--- src/rtl/pipeline_stall_ctrl.sv ---
// Pipeline interlock: load-use stall, MDU occupancy sequencing, branch flush,
// and a saturating stall-cycle counter for performance debug.
module pipeline_stall_ctrl #(
    parameter int MULT_CYCLES = 4,
    parameter int DIV_CYCLES  = 32,
    parameter int CNT_W       = 16
) (
    input  logic             clk,
    input  logic             rst,
    input  logic [4:0]       IF_ID_rs,
    input  logic [4:0]       IF_ID_rt,
    input  logic             IF_ID_uses_rt,
    input  logic             ID_mdu_start,
    input  logic             ID_mdu_div,
    input  logic             ID_reads_hilo,
    input  logic             ID_EX_MEMRead,
    input  logic [4:0]       ID_EX_rt,
    input  logic             EX_branch_taken,
    output logic             PC_write,
    output logic             IF_ID_write,
    output logic             IF_ID_flush,
    output logic             ID_EX_bubble,
    output logic             mdu_issue,
    output logic             mdu_busy,
    output logic             mdu_done,
    output logic [CNT_W-1:0] stall_cnt
);

    typedef enum logic {IDLE, RUN} state_t;

    localparam logic [5:0] MULT_N = 6'(MULT_CYCLES);
    localparam logic [5:0] DIV_N  = 6'(DIV_CYCLES);

    state_t     state_q, state_d;
    logic [5:0] cnt_q, cnt_d;
    logic       lu, md, stall, flush;

    always_comb begin
        lu = ID_EX_MEMRead && (ID_EX_rt != 5'd0) &&
             ((ID_EX_rt == IF_ID_rs) || (IF_ID_uses_rt && (ID_EX_rt == IF_ID_rt)));
        // MDU outputs are forced idle while reset is held
        mdu_busy  = !rst && (state_q == RUN);
        mdu_done  = mdu_busy && (cnt_q == 6'd1);
        // Dependants wait through the done cycle too; HI/LO lands at its end
        md        = mdu_busy && (ID_reads_hilo || ID_mdu_start);
        flush     = !rst && EX_branch_taken;
        stall     = !rst && (lu || md) && !EX_branch_taken;
        mdu_issue = !rst && ID_mdu_start && !stall && !flush;

        PC_write     = !stall;
        IF_ID_write  = !stall;
        IF_ID_flush  = flush;
        ID_EX_bubble = stall || flush;
    end

    always_comb begin
        state_d = state_q;
        cnt_d   = cnt_q;
        case (state_q)
            IDLE: begin
                if (mdu_issue) begin
                    state_d = RUN;
                    cnt_d   = ID_mdu_div ? DIV_N : MULT_N;
                end
            end
            RUN: begin
                cnt_d = cnt_q - 6'd1;
                if (cnt_q == 6'd1) begin
                    state_d = IDLE;
                    cnt_d   = 6'd0;
                end
            end
            default: begin
                state_d = IDLE;
                cnt_d   = 6'd0;
            end
        endcase
    end

    always_ff @(posedge clk) begin
        if (rst) begin
            state_q   <= IDLE;
            cnt_q     <= 6'd0;
            stall_cnt <= '0;
        end else begin
            state_q <= state_d;
            cnt_q   <= cnt_d;
            if (stall && (stall_cnt != {CNT_W{1'b1}}))
                stall_cnt <= stall_cnt + CNT_W'(1);
        end
    end

endmodule

--- config.mk ---
export PLATFORM = sky130hd
export DESIGN_NAME = pipeline_stall_ctrl
export DESIGN_NICKNAME = d
export VERILOG_FILES = /design/src/rtl/pipeline_stall_ctrl.sv
export SDC_FILE = /design/constraint.sdc
export NUM_CORES = 1
export LEC_CHECK = 0
export CAP_MARGIN = 20
export CORE_AREA = 3 3 66 62
export CTS_CLUSTER_SIZE = 16
export DETAILED_ROUTE_END_ITERATION = 6
export DIE_AREA = 0 0 69 65
export PLACE_DENSITY = 0.72
export SLEW_MARGIN = 40
export SYNTH_ARGS = -nofsm -noshare
export SYNTH_HDL_FRONTEND = slang
export SYNTH_SLANG_ARGS = --single-unit
--- constraint.sdc ---
create_clock -name clk -period 1.84 [get_ports clk]
set_input_delay 0.368 -clock clk [delete_from_list [all_inputs] [get_ports clk]]
set_output_delay 0.368 -clock clk [all_outputs]
set_load 0.01 [all_outputs]
=== Word-level counts from Yosys, hierarchy flattened ===
Cells that the tools add are included.
Widths: inputs -> output; s select.

* Eq/ne operators: 5
* Bitwise gates (word level): 1
* Reduce and logical (&&, ||, !) cells: 22
* $mul: 0
* Magnitude comparators: 0
* Divide/modulo/power cells: 0
* Shift operators: 0
* Mux-type cells: 7
* Add/sub/neg operators: 2

{| class="wikitable"
|+ Operators by type and width
! cell !! number
|-
| $mux 6 || 3
|-
| $add 16x1->16 const B || 1
|-
| $ne 16x16->1 const B || 1
|-
| $logic_and 1x1->1 || 13
|-
| $pmux 6 s2 || 1
|-
| $eq 5x5->1 || 2
|-
| $eq 6x1->1 const B || 1
|-
| $sub 6x1->6 const B || 1
|-
| $reduce_bool 5->1 || 1
|-
| $logic_not 1->1 || 4
|-
| $logic_or 1x1->1 || 4
|-
| $mux 1 || 2
|-
| $ne 2x2->1 const B || 1
|-
| $pmux 1 s2 || 1
|-
| $not 1->1 || 1
|}

* Bits in registers: 23
* Memories kept: 0
* Latch bits: 0
* Output and inout bits: 23
* Bits of input ports: 23
* RAM bits: 0
* Bits in read-only memories: 0

=== Depth between registers and ports, before layout ===
* Word-level depth: 12
* Mapped depth: 9
* Depth with buffers taken out: 7

=== Least setup slack after synthesis ===
No wires, ideal clock.

* Kind: input -> output
* Start point: in ID_EX_rt[1]
* End point: out PC_write
* Data arrival time: 1.636 ns
* Cell stages on the path: 5
* Setup slack: -0.164 ns
* Cells stage by stage: or4_4 > o21ai_4 > o21a_1 > nand2b_1 > buf_4

* Cells in the longest elaborated chain, start to end: 8
* Elaborated cells on any way between the ends: 11

{| class="wikitable"
|+ Ends and longest elaborated chain
! item !! line !! text
|-
| start: declaration || 17 || <nowiki>input logic [4:0] ID_EX_rt,</nowiki>
|-
| $eq 5x5->1 || 40 || <nowiki>((ID_EX_rt == IF_ID_rs) || (IF_ID_uses_rt && (ID_EX_rt == IF_ID_rt)));</nowiki>
|-
| $logic_and 1x1->1 || 40 ||
|-
| $logic_or 1x1->1 || 40 ||
|-
| $logic_and 1x1->1 (*) || 39 || <nowiki>lu = ID_EX_MEMRead && (ID_EX_rt != 5'd0) &&</nowiki>
|-
| $logic_or 1x1->1 (*) || 47 || <nowiki>stall = !rst && (lu || md) && !EX_branch_taken;</nowiki>
|-
| $logic_and 1x1->1 (*) (2 in series) || 47 ||
|-
| $logic_not 1->1 (*) || -- ||
|-
| end: declaration || 19 || <nowiki>output logic PC_write,</nowiki>
|}

Mark *: on every way between the ends. The rest lies on a longest branch, timed or not.

=== Worst setup path in the final report ===
* Start point: in ID_EX_rt[4]
* End point: out ID_EX_bubble

* Cells in the longest elaborated chain, start to end: 8
* Elaborated cells on any way between the ends: 11

{| class="wikitable"
|+ Ends and longest elaborated chain
! item !! line !! text
|-
| $eq 5x5->1 || 40 ||
|-
| $logic_and 1x1->1 || 40 ||
|-
| $logic_or 1x1->1 || 40 ||
|-
| $logic_and 1x1->1 (*) || 39 ||
|-
| $logic_or 1x1->1 (*) || 47 ||
|-
| $logic_and 1x1->1 (*) (2 in series) || 47 ||
|-
| $logic_or 1x1->1 (*) || 53 || <nowiki>ID_EX_bubble = stall || flush;</nowiki>
|-
| end: declaration || 22 || <nowiki>output logic ID_EX_bubble,</nowiki>
|}

Marks and branches as above.

==> impl_results.md <==
* Mapped cell area at 1410 µm²
* DIE WIDTH at 69 µm
* Yosys reg bits at 23
* Top cells by count, synth: 23 x dfxtp_1, 14 x a21oi_1, 12 x nand2_1
* GR Overflow Total at 0
* Drt total wl at 5530 µm
* Pin count of the biggest net entering global routing at 23
* Initial antenna violation count at 0
* Clock buffer count from CTS at 3
* Most used flip-flop cell after synthesis: dfxtp_1
* Vias at 1696
* First-pass GRT wire length at 7990 µm
* CP max stage cell: o22a_1
* Antenna cells at 0
* P_leak at ~1.0 nW
* Pre-antenna DRT Iters at 4
* Average wire per standard cell at 18.1 µm
* Slew headroom at about four fifths
* Kind of critical path: in -> out
* Final ANT Viol Nets at 0
* Max-slew violations at 0
* FFs w/ async S/R, synth at 0%
* Critical Path Start: ID_EX_rt[4]
* Worst path max stage delay at ~0.26 ns
* Worst Setup EP: ID_EX_bubble
* Post-synth top area share at 32.7%
* Vias in the first global route at approximately 1700
* WHS Path Cells at 2
* Maxcap violations at 0
* Avg Inst Size Synth at 8.47 µm²
* Nets at 288
* CTS H-tree lvls at 1
* Worst-margin pin slew at 0.306 ns
* CP max FO at 3
* Max VDD drop at about 0.28 mV
* Clk root buf: clkbuf_8
* Cell Chain, Critical Path: buf_8 -> buf_4 -> xnor2_2 -> nand4_1 -> o22a_1 -> o21a_1 -> nand2b_4 -> nand2b_1 -> buf_2
* FP Rows at 20
* Reg2reg path depth at 8
* Die area at 4490 µm²
* Leading area contributor after synthesis: dfxtp_1
* Netlist cell types at 50
* Crit path arrival time at 1.75 ns
* Final worst path period share at 115%
* Fillers at about 220
* RSZ-0062 raised after global routing: true
* Failing checks: setup timing
* Max frequency at 0.472 GHz
* Cell count after synthesis at 166
* DR vias/cell at 5.56
* EDFF count, synth at 0
* Clock Latency Late Sink at 0.28 ns
* Setup-failing EPs final at 13
* Top-count cell post-synth: dfxtp_1
* Yosys warns at 0
* Placer congestion estimate at 0.854
* Syn Nets at between 150 and 200
* PwrDens at between 400 and 500 nW/µm²
* Worst EP required at 1.47 ns
* Reg2reg start: stall_cnt[1]
* Register area share after synthesis at between 30% and 40%
* Clock sinks at 23
* Detailed placement HPWL at 3320 µm
* Ports at 46
* All-Layer GR Usage at 21.9%
* Util after Layout at about three quarters
* Worst Setup Start Kind: input port
* Fin. Hold Viols at 0
* Critical R2R Capture: stall_cnt[9]
* Setup Skew at 0.0121 ns
* Area after DPL at 2170 µm²
* Area of the multi-input gates at 1120 µm²
* Outcome: finished with violations
* Port bufs at 45
* Place WS at -0.988 ns
* Register area at 464 µm²
* Layout area overhead at 85.9%
* Die height at 65 µm
* Worst hold path class: reg -> reg
* Iter 0 DRT Violations at 106
* PnR worst setup slack at -0.277 ns
* Clk pin slew, worst setup/hold paths at 0.08 ns
* Share of cells above drive strength 1 at between 40% and 50%
* Drc violations at 0
* CP Capture Type: output port
* Starting Density at 41.3%
* Worst-case clock buffer depth at 2
* Area contributors post-synth: dfxtp_1 33%, xnor2_1 6.9%, a21oi_1 5.0%
* Fin area at around 2600 µm²
* # hold bufs at CTS at 0
* R2R setup slack at -0.12 ns
* Final min period at 2.12 ns
* Core area at roughly 3400 µm²
* CTS tree: yes
## routing by layer
metal	global-route usage, %	up-vias	part of all wire, %
met5	0	-	0
met4	6.34	0	1.4
met3	3.88	11	2.8
met2	44.5	49	52
met1	22.6	830	44
li1	-	806	-
## placed cells by master (no fill, tap or decap), drive strengths merged, types with 6 or more instances in the layout
cell,count
nand2,13
nand3,8
clkdlybuf4s50,18
buf,64
o21ai,10
inv,6
dfxtp,23
clkbuf,6
nor2,6
a21oi,14
xnor2,11
or3,8
dlygate4sd2,7
o31ai,7
clkdlybuf4s15,6
## sequential cells by signal (all words and copies together), names as in the netlist
signal,cells
stall_cnt,16
cnt_q,6
state_q,1
## timing repair
item                       4_1_cts  5_1_grt
setup buffers                    8       11
pin swaps                       26       32
gates resized for setup         94       47
cloned                           1        0
setup endpoints to repair       30       24
## power breakdown
group          internal, W  switching (W)
sequential        0.000509      0.0000105
combinational     0.000162       0.000140
clock             0.000155       0.000176
## critical path: cells and delay by family
family	cells	cell delay, ns
AOI/OAI and AO/OA	2	0.48
buffers and inverters	3	0.39
and+or+nand+nor	3	0.37
xor gates and xnor gates	1	0.14
## how the worst min path moves through the flow
stage                             start             to  slack (ns)
after detailed placement  stall_cnt[15]  stall_cnt[15]        0.48
after floorplan                cnt_q[4]       cnt_q[4]        0.45
after CTS                 stall_cnt[15]  stall_cnt[15]        0.51
after global routing      stall_cnt[10]  stall_cnt[10]        0.54
final                     stall_cnt[10]  stall_cnt[10]        0.51
after global placement         cnt_q[4]       cnt_q[4]        0.47
## final cells by class
type	count	share of cell area, %
Timing Repair Buffer	100	34.8
Clock buffer	4	1.72
Sequential cell	23	17.8
Inverter	6	0.862
Tap cell	44	2.11
Multi-Input combinational cell	128	42.7
## through the flow
| step | total power [W] | instances | hold slack [ns] | setup TNS, ns |
|---|---|---|---|---|
| floorplan | 0.000649 | 166 | 0.450 | -0.153 |
| global placement | 0.000763 | 286 | 0.473 | -15.65 |
| detailed placement | 0.000773 | 286 | 0.484 | -17.67 |
| CTS | 0.00112 | 298 | 0.509 | -1.19 |
| global route | 0.00119 | 305 | 0.542 | -3.26 |
| finish | 0.00115 | 305 | 0.508 | -1.78 |
## cell families after synthesis
logic type      Yosys count  share of synthesized area [%]
compound gates           48                           23.7
buf+inv                  15                           6.49
xor+xnor                 13                           8.10
mux                       1                          0.712
simple gates             63                           25.6
fa+ha+maj                 3                           2.67
flops                    23                           32.7
No activity file was read; power rests on OpenSTA's default activity.
